$ cat src/rtl/driver_arb_pkg.sv
// Shared types and defaults for the driver arbiter: FSM state encoding,
// parameter defaults and the round-robin index helper.
package driver_arb_pkg;

  typedef enum logic [1:0] {
    IDLE = 2'd0,
    OWN  = 2'd1,
    TURN = 2'd2
  } state_t;

  localparam int unsigned DEF_N_REQ    = 4;
  localparam int unsigned DEF_WIDTH    = 8;
  localparam int unsigned DEF_MAX_HOLD = 16;

  // Index reached by stepping 'off' places past 'last', wrapping at n.
  function automatic int unsigned rr_index(input int unsigned last,
                                           input int unsigned off,
                                           input int unsigned n);
    return (last + off) % n;
  endfunction

endpackage

$ cat src/rtl/driver_arbiter_rr_pick.sv
// Combinational round-robin picker: first requesting index strictly after
// last_i (wrapping), returned as one-hot and as a binary index.
module rr_pick
  import driver_arb_pkg::*;
#(
  parameter int unsigned N_REQ = DEF_N_REQ,
  parameter int unsigned IDX_W = 2
) (
  input  logic [N_REQ-1:0] req_i,
  input  logic [IDX_W-1:0] last_i,
  output logic [N_REQ-1:0] gnt_o,
  output logic [IDX_W-1:0] idx_o,
  output logic             any_o
);

  logic [IDX_W-1:0] cand;

  // The last step (k == N_REQ) lands on last_i itself, so it wins only alone.
  always_comb begin
    gnt_o = '0;
    idx_o = '0;
    any_o = 1'b0;
    cand  = '0;
    for (int unsigned k = 1; k <= N_REQ; k++) begin
      cand = IDX_W'(rr_index(32'(last_i), k, N_REQ));
      if (!any_o && req_i[cand]) begin
        any_o       = 1'b1;
        idx_o       = cand;
        gnt_o[cand] = 1'b1;
      end
    end
  end

endmodule

$ cat src/rtl/driver_arbiter.sv
// Round-robin owner arbitration for a single registered shared net.
// Optional forced-release hold limit enabled by DRIVER_ARB_TIMEOUT_EN.
module driver_arbiter
  import driver_arb_pkg::*;
#(
  parameter int unsigned N_REQ    = DEF_N_REQ,
  parameter int unsigned WIDTH    = DEF_WIDTH,
  parameter int unsigned MAX_HOLD = DEF_MAX_HOLD
) (
  input  logic                   clk,
  input  logic                   rst_n,
  input  logic [N_REQ-1:0]       req,
  input  logic [N_REQ*WIDTH-1:0] data_in,
  output logic [N_REQ-1:0]       gnt,
  output logic [WIDTH-1:0]       out,
  output logic                   out_valid,
  output logic                   timeout
);

  localparam int unsigned     IDX_W    = (N_REQ > 1) ? $clog2(N_REQ) : 1;
  localparam logic [IDX_W-1:0] LAST_IDX = IDX_W'(N_REQ - 1);

  if (MAX_HOLD < 1) begin : g_bad_max_hold
    $error("driver_arbiter: MAX_HOLD must be at least 1");
  end

  state_t           state_q, state_d;
  logic [N_REQ-1:0] gnt_q, gnt_d;
  logic [IDX_W-1:0] owner_q, owner_d;
  logic [IDX_W-1:0] last_q, last_d;
  logic [WIDTH-1:0] out_q, out_d;
  logic             valid_q, valid_d;
  logic             expire;

  logic [N_REQ-1:0] pick_gnt;
  logic [IDX_W-1:0] pick_idx;
  logic             pick_any;

  rr_pick #(
    .N_REQ (N_REQ),
    .IDX_W (IDX_W)
  ) u_rr_pick (
    .req_i  (req),
    .last_i (last_q),
    .gnt_o  (pick_gnt),
    .idx_o  (pick_idx),
    .any_o  (pick_any)
  );

`ifdef DRIVER_ARB_TIMEOUT_EN
  localparam int unsigned HOLD_W = $clog2(MAX_HOLD + 1);

  logic [HOLD_W-1:0] hold_q, hold_d;
  logic              timeout_q;

  // hold_q counts completed OWN cycles of the current grant.
  assign expire = (state_q == OWN) && req[owner_q] &&
                  (hold_q == HOLD_W'(MAX_HOLD - 1));

  always_comb begin
    hold_d = '0;
    if (state_q == OWN && req[owner_q] && !expire) begin
      hold_d = hold_q + 1'b1;
    end
  end

  always_ff @(posedge clk) begin
    if (!rst_n) begin
      hold_q    <= '0;
      timeout_q <= 1'b0;
    end else begin
      hold_q    <= hold_d;
      timeout_q <= expire;
    end
  end

  assign timeout = timeout_q;
`else
  assign expire  = 1'b0;
  assign timeout = 1'b0;
`endif

  always_comb begin
    state_d = state_q;
    gnt_d   = gnt_q;
    owner_d = owner_q;
    last_d  = last_q;
    out_d   = out_q;
    valid_d = valid_q;
    case (state_q)
      IDLE: begin
        gnt_d   = '0;
        out_d   = '0;
        valid_d = 1'b0;
        if (pick_any) begin
          gnt_d   = pick_gnt;
          owner_d = pick_idx;
          state_d = OWN;
        end
      end
      OWN: begin
        if (!req[owner_q] || expire) begin
          gnt_d   = '0;
          out_d   = '0;
          valid_d = 1'b0;
          last_d  = owner_q;
          state_d = TURN;
        end else begin
          out_d   = data_in[32'(owner_q) * WIDTH +: WIDTH];
          valid_d = 1'b1;
        end
      end
      TURN: begin
        gnt_d   = '0;
        out_d   = '0;
        valid_d = 1'b0;
        state_d = IDLE;
      end
      default: begin
        gnt_d   = '0;
        out_d   = '0;
        valid_d = 1'b0;
        state_d = IDLE;
      end
    endcase
  end

  always_ff @(posedge clk) begin
    if (!rst_n) begin
      state_q <= IDLE;
      gnt_q   <= '0;
      owner_q <= '0;
      last_q  <= LAST_IDX;
      out_q   <= '0;
      valid_q <= 1'b0;
    end else begin
      state_q <= state_d;
      gnt_q   <= gnt_d;
      owner_q <= owner_d;
      last_q  <= last_d;
      out_q   <= out_d;
      valid_q <= valid_d;
    end
  end

  assign gnt       = gnt_q;
  assign out       = out_q;
  assign out_valid = valid_q;

endmodule

$ cat config.mk
export PLATFORM = sky130hd
export DESIGN_NAME = driver_arbiter
export DESIGN_NICKNAME = d
export VERILOG_FILES = /design/src/rtl/driver_arb_pkg.sv /design/src/rtl/driver_arbiter_rr_pick.sv /design/src/rtl/driver_arbiter.sv
export SDC_FILE = /design/constraint.sdc
export NUM_CORES = 1
export LEC_CHECK = 0
export ABC_AREA = 0
export CAP_MARGIN = 40
export CELL_PAD_IN_SITES_DETAIL_PLACEMENT = 1
export CELL_PAD_IN_SITES_GLOBAL_PLACEMENT = 1
export CORE_MARGIN = 5
export CORE_UTILIZATION = 35
export CTS_BUF_LIST = sky130_fd_sc_hd__clkbuf_8 sky130_fd_sc_hd__clkbuf_16
export DETAILED_ROUTE_END_ITERATION = 10
export PLACE_DENSITY = 0.85
export SLEW_MARGIN = 20
export SYNTH_ARGS = -nofsm -noshare
export SYNTH_HDL_FRONTEND = slang
export SYNTH_SLANG_ARGS = --single-unit
$ cat constraint.sdc
create_clock -name clk -period 4.4 [get_ports clk]
set_input_delay 0.66 -clock clk [delete_from_list [all_inputs] [get_ports clk]]
set_output_delay 0.66 -clock clk [all_outputs]
set_load 0.005 [all_outputs]
# After elaboration in Yosys (flattened, before gate mapping)
# Index checks and enable logic that the tools add are counted.
# word_totals
input_bits	38
reg_bits	19
output_inout_bits	14
word_cells	80
# classes
n_reduce_logical	16
magnitude_cmp	9
bitwise_logic	4
n_eq_ne	3
n_addsub	4
n_shift	1
mux	37
# ops
cell	n
32-bit by 6-bit indexed part select with 8-bit output	1
4-bit two-way mux	6
2-bit by 3-bit < comparator with 1-bit output, second input constant	5
1-bit two-way mux	14
2-bit two-way mux	6
4-bit bitwise OR	3
1-bit binary-select mux with 2-bit select	5
1-bit demux with 2-bit select	4
2-bit by 1-bit >= comparator with 1-bit output, second input constant	4
4-bit case mux with 2 select lines	1
2-bit AND reduction	4
1-bit logical AND	7
2-bit by 1-bit adder with 2-bit output, second input constant	2
2-bit adder, second input constant	2
2-bit != test, second input constant	2
2-bit case mux with 2 select lines	1
1-bit zero test	3
3-bit AND reduction	1
2-bit by 1-bit equality test with 1-bit output, second input constant	1
2-bit zero test	1
1-bit inverter	1

# Longest topological paths before layout
# logic_depth
word_depth	15
ltp_mapped	10

# Cells and area by module
# From an unflattened synthesis, not the netlist that was laid out.
# unflattened
cells_unflattened	147
hier_area_um2	1460.2
# by_module_without_submodules
module	seq_area_each_um2	area_per_inst_um2	n_inst	cells_per_inst
driver_arbiter	380.4	934.6	1	79
rr_pick	0.0	525.5	1	68

# Least setup slack after synthesis
# Ideal clock, no wire load.
# synth_path
path_type	register to register
start	register last_q[0]
end	register gnt_q[0], in the netlist gnt[0]
path_stages_with_launch	11
period_less_slack_ps	2292
setup_slack_ps	2108
t_arrival_ps	2232
path_buffers	3
path_cell_list	dfxtp_1 buf_6 clkbuf_8 inv_1 ha_1 clkbuf_8 or3b_2 a21oi_1 o211ai_1 a21oi_1 a221o_1
# synth_via
elab_chain_cells	15
# synth_lines
item	line_no	text
start: declaration	driver_arbiter.sv:30	logic [IDX_W-1:0] last_q, last_d;
start signal: assignment	driver_arbiter.sv:140	last_q <= last_d;
parallel branches: the longest is 13 deep, another holds 2-bit by 3-bit < comparator with 1-bit output	--	
4-bit two-way mux (*)	driver_arbiter.sv:95	if (pick_any) begin
4-bit case mux with 2 select lines (*)	driver_arbiter.sv:90	case (state_q)
end signal: assignment	driver_arbiter.sv:138	gnt_q <= gnt_d;
end: declaration	driver_arbiter.sv:28	logic [N_REQ-1:0] gnt_q, gnt_d;
# Mark *: on every way between the ends. The select of a mux whose other input is x is not followed.
# A chain may end at the register's enable or synchronous reset.

# Final worst setup path
# layout_path
start	register last_q[0]
end	register gnt_q[2], in the netlist gnt[2]
# The elaborated chain is that of the path after synthesis.

==> run metrics <==
hold-fix buffers at CTS=0; min-delay worst type=register to register; CP endpoint kind=register; gate count after technology mapping=around 140; first-pass GRT wire length=6680 µm; Total GRT Usage=0.165; Layout Nets=roughly 230; worst-case clock skew=0.00195 ns; I/O Buffers=50; antenna viol nets, final=0; 1st-pass router iterations=4; Cell variety after synth=42; Area contributors post-synth=dfxtp_1 (27%), mux4_2 (18%), ha_1 (7.2%), nand2_1 (4.0%), a21oi_1 (3.9%); register area share after synthesis=0.273; Die W=73.1 µm; top-count cell post-synth=dfxtp_1; P_leak=0.714 nW; Ports=52; asr flop ratio synth=0; placed cell areas=around 1900 µm²; hold path cells=1; Max VDD drop=143 µV; Rel. slew slack=0.530; synth cell count leaders=dfxtp_1 (19), nand2_1 (15), a21oi_1 (11), mux4_2 (11); WL/cell=18.0 µm; placed cells=225; fmax=353 MHz; CTS max path bufs=2; number of flops mapped to enable cells by yosys=0; Ys Warns=0; Final setup viols=0; clock latency on the worst-skew pair=0.26 ns; top_reg_cell synth=dfxtp_1; Reg2Reg Setup Slack=1.57 ns; Hold Path Sink=gnt[2]; crit path launch type=register; share of cells above drive strength 1=0.145; CP required=about 4.6 ns; Worst-path clk slew=about 0.07 ns; num rows=23; Ant. Diodes=0; min-delay src=gnt[2]; vias in the first global route=about 1,300; floorplan die height=73.1 µm; initial antenna violation count=0; final hold viol count=0; Final Non-Filler Cells=229; leading area contributor after synthesis=dfxtp_1; Max Cap Viol=0; final cycle utilization of the critical path=0.643; FF+latch area=between 300 and 400 µm²; total setup buffers inserted after CTS=0; # DRC=0; worst slew pin tran=just over 0.7 ns; Yosys top cell area share=0.273; initial core utilization=0.354; clk sinks=19; post-route cell area=1900 µm²; WP data arrival=3.03 ns; Yosys reg bits=19; unrepaired setup endpoints after global routing=false; Fill cells=approximately 450; vias per cell=5.41; Core ar.=3940 µm²; CTS buffer count=3; Slew Limit Fails=0; die area=approximately 5300 µm²; global placer's final weighted congestion=between 0.8 and 0.9; reg-to-reg critical path endpoint=gnt[2]; Synth Area per Inst=10.2 µm²; min Tclk post-route=2.83 ns; Setup CP Type=register to register; area grow syn2layout=36.5%; R2R Path Start=last_q[0]; CTS tree=yes; initial drt markers=36; pwr/cell area=326 nW/µm²; largest net degree at the start of global routing=19; gr ovfl total=0; clock root buffer=clkbuf_8; CP max FO=18; vias=1,238; Synth Cell Area=1400 µm²; Post-Syn Nets=183; setup_tns=0 ns; run status=complete, no violations; DP HPWL=3300 µm; final WL=4130 µm; Multi-input gate area=908 µm²; htree depth=1; reg2reg path depth=7; CTS resizes=0
[cells by family after synthesis]
kind of cell               share of synthesized area
DFF                                            0.273
buffers and inverters                         0.0762
and+or+nand+nor                                0.188
other                                        0.00269
AOI/OAI and AO/OA                              0.170
adders and majority gates                     0.0718
muxes                                          0.218
[routing by layer]
layer | wire length (µm) | track usage | vias up
li1 | - | - | 588
met1 | 1600 | 0.190 | 614
met2 | 2340 | 0.300 | 28
met3 | 110 | 0.0303 | 8
met4 | 71 | 0.0574 | 0
met5 | 0 | 0 | -
[final cells by class]
class	instances	share of cell area
Clock buffer	3	0.0217
Clock inverter	1	0.00197
Inverter	2	0.00394
Multi-Input combinational cell	104	0.477
Sequential cell	19	0.200
Tap cell	50	0.0329
Timing Repair Buffer	50	0.263
[critical path, stage by stage, from the launching register on]
cell	delay [ns]
dfxtp_1	0.78
inv_1	0.28
ha_1	0.48
or3b_2	0.50
a21oi_1	0.29
o211ai_1	0.15
a21oi_1	0.18
a221o_1	0.13
[through the flow]
stage / total power, mW / hold slack (ns) / util / setup slack, ns
3_3_place_gp: 0.491 / 0.479 / 0.472 / 1.67
2_1_floorplan: 0.419 / 0.482 / - / 2.11
4_1_cts: 0.628 / 0.514 / 0.483 / 1.55
5_1_grt: 0.665 / 0.540 / 0.483 / 1.36
6_report: 0.622 / 0.499 / 0.483 / 1.57
3_5_place_dp: 0.506 / 0.486 / 0.472 / 1.55
[sequential cells by signal, summed over array words and instances (netlist names)]
register and flops:
state_q 2, out_valid 1, owner_q 2, last_q 2, gnt 4, out 8
[power by group]
| part | internal (mW) | switching, mW | leakage (nW) | total (mW) |
|---|---|---|---|---|
| sequential | 0.195 | 0.0411 | 0.155 | 0.236 |
| combinational | 0.153 | 0.111 | 0.532 | 0.265 |
| clock | 0.0621 | 0.0587 | 0.0269 | 0.121 |
[how the worst max path moves through the flow]
stage / cells after the start / slack, ns / from / to
after floorplan: 10 / 2.11 / last_q[0] / gnt[0]
after global placement: 6 / 1.67 / req[1] / gnt[3]
after detailed placement: 6 / 1.55 / req[1] / gnt[3]
after CTS: 7 / 1.55 / last_q[0] / gnt[2]
after global routing: 7 / 1.36 / last_q[0] / gnt[2]
final: 7 / 1.57 / last_q[0] / gnt[2]
[placed cells by master (no fill, tap or decap), drive strengths merged]
| cell | instances |
|---|---|
| clkdlybuf4s50 | 50 |
| dfxtp | 19 |
| nand2 | 15 |
| a21oi | 12 |
| mux4 | 11 |
| and2 | 8 |
| ha | 8 |
| nor2 | 7 |
| o211ai | 7 |
| o21a | 5 |
| a221o | 4 |
| mux2i | 3 |
| clkbuf | 3 |
| inv | 3 |
| nor2b | 2 |
| or3b | 2 |
| nand3b | 2 |
| and3b | 2 |
| mux2 | 2 |
| and2b | 1 |
| and3 | 1 |
| nor3b | 1 |
| o41a | 1 |
| o31ai | 1 |
| a211oi | 1 |
| nand2b | 1 |
| nor3 | 1 |
| a21o | 1 |
| nor4 | 1 |
| or2 | 1 |
| nand3 | 1 |
| or3 | 1 |
| conb | 1 |
No activity file was read; power rests on OpenSTA's default activity.
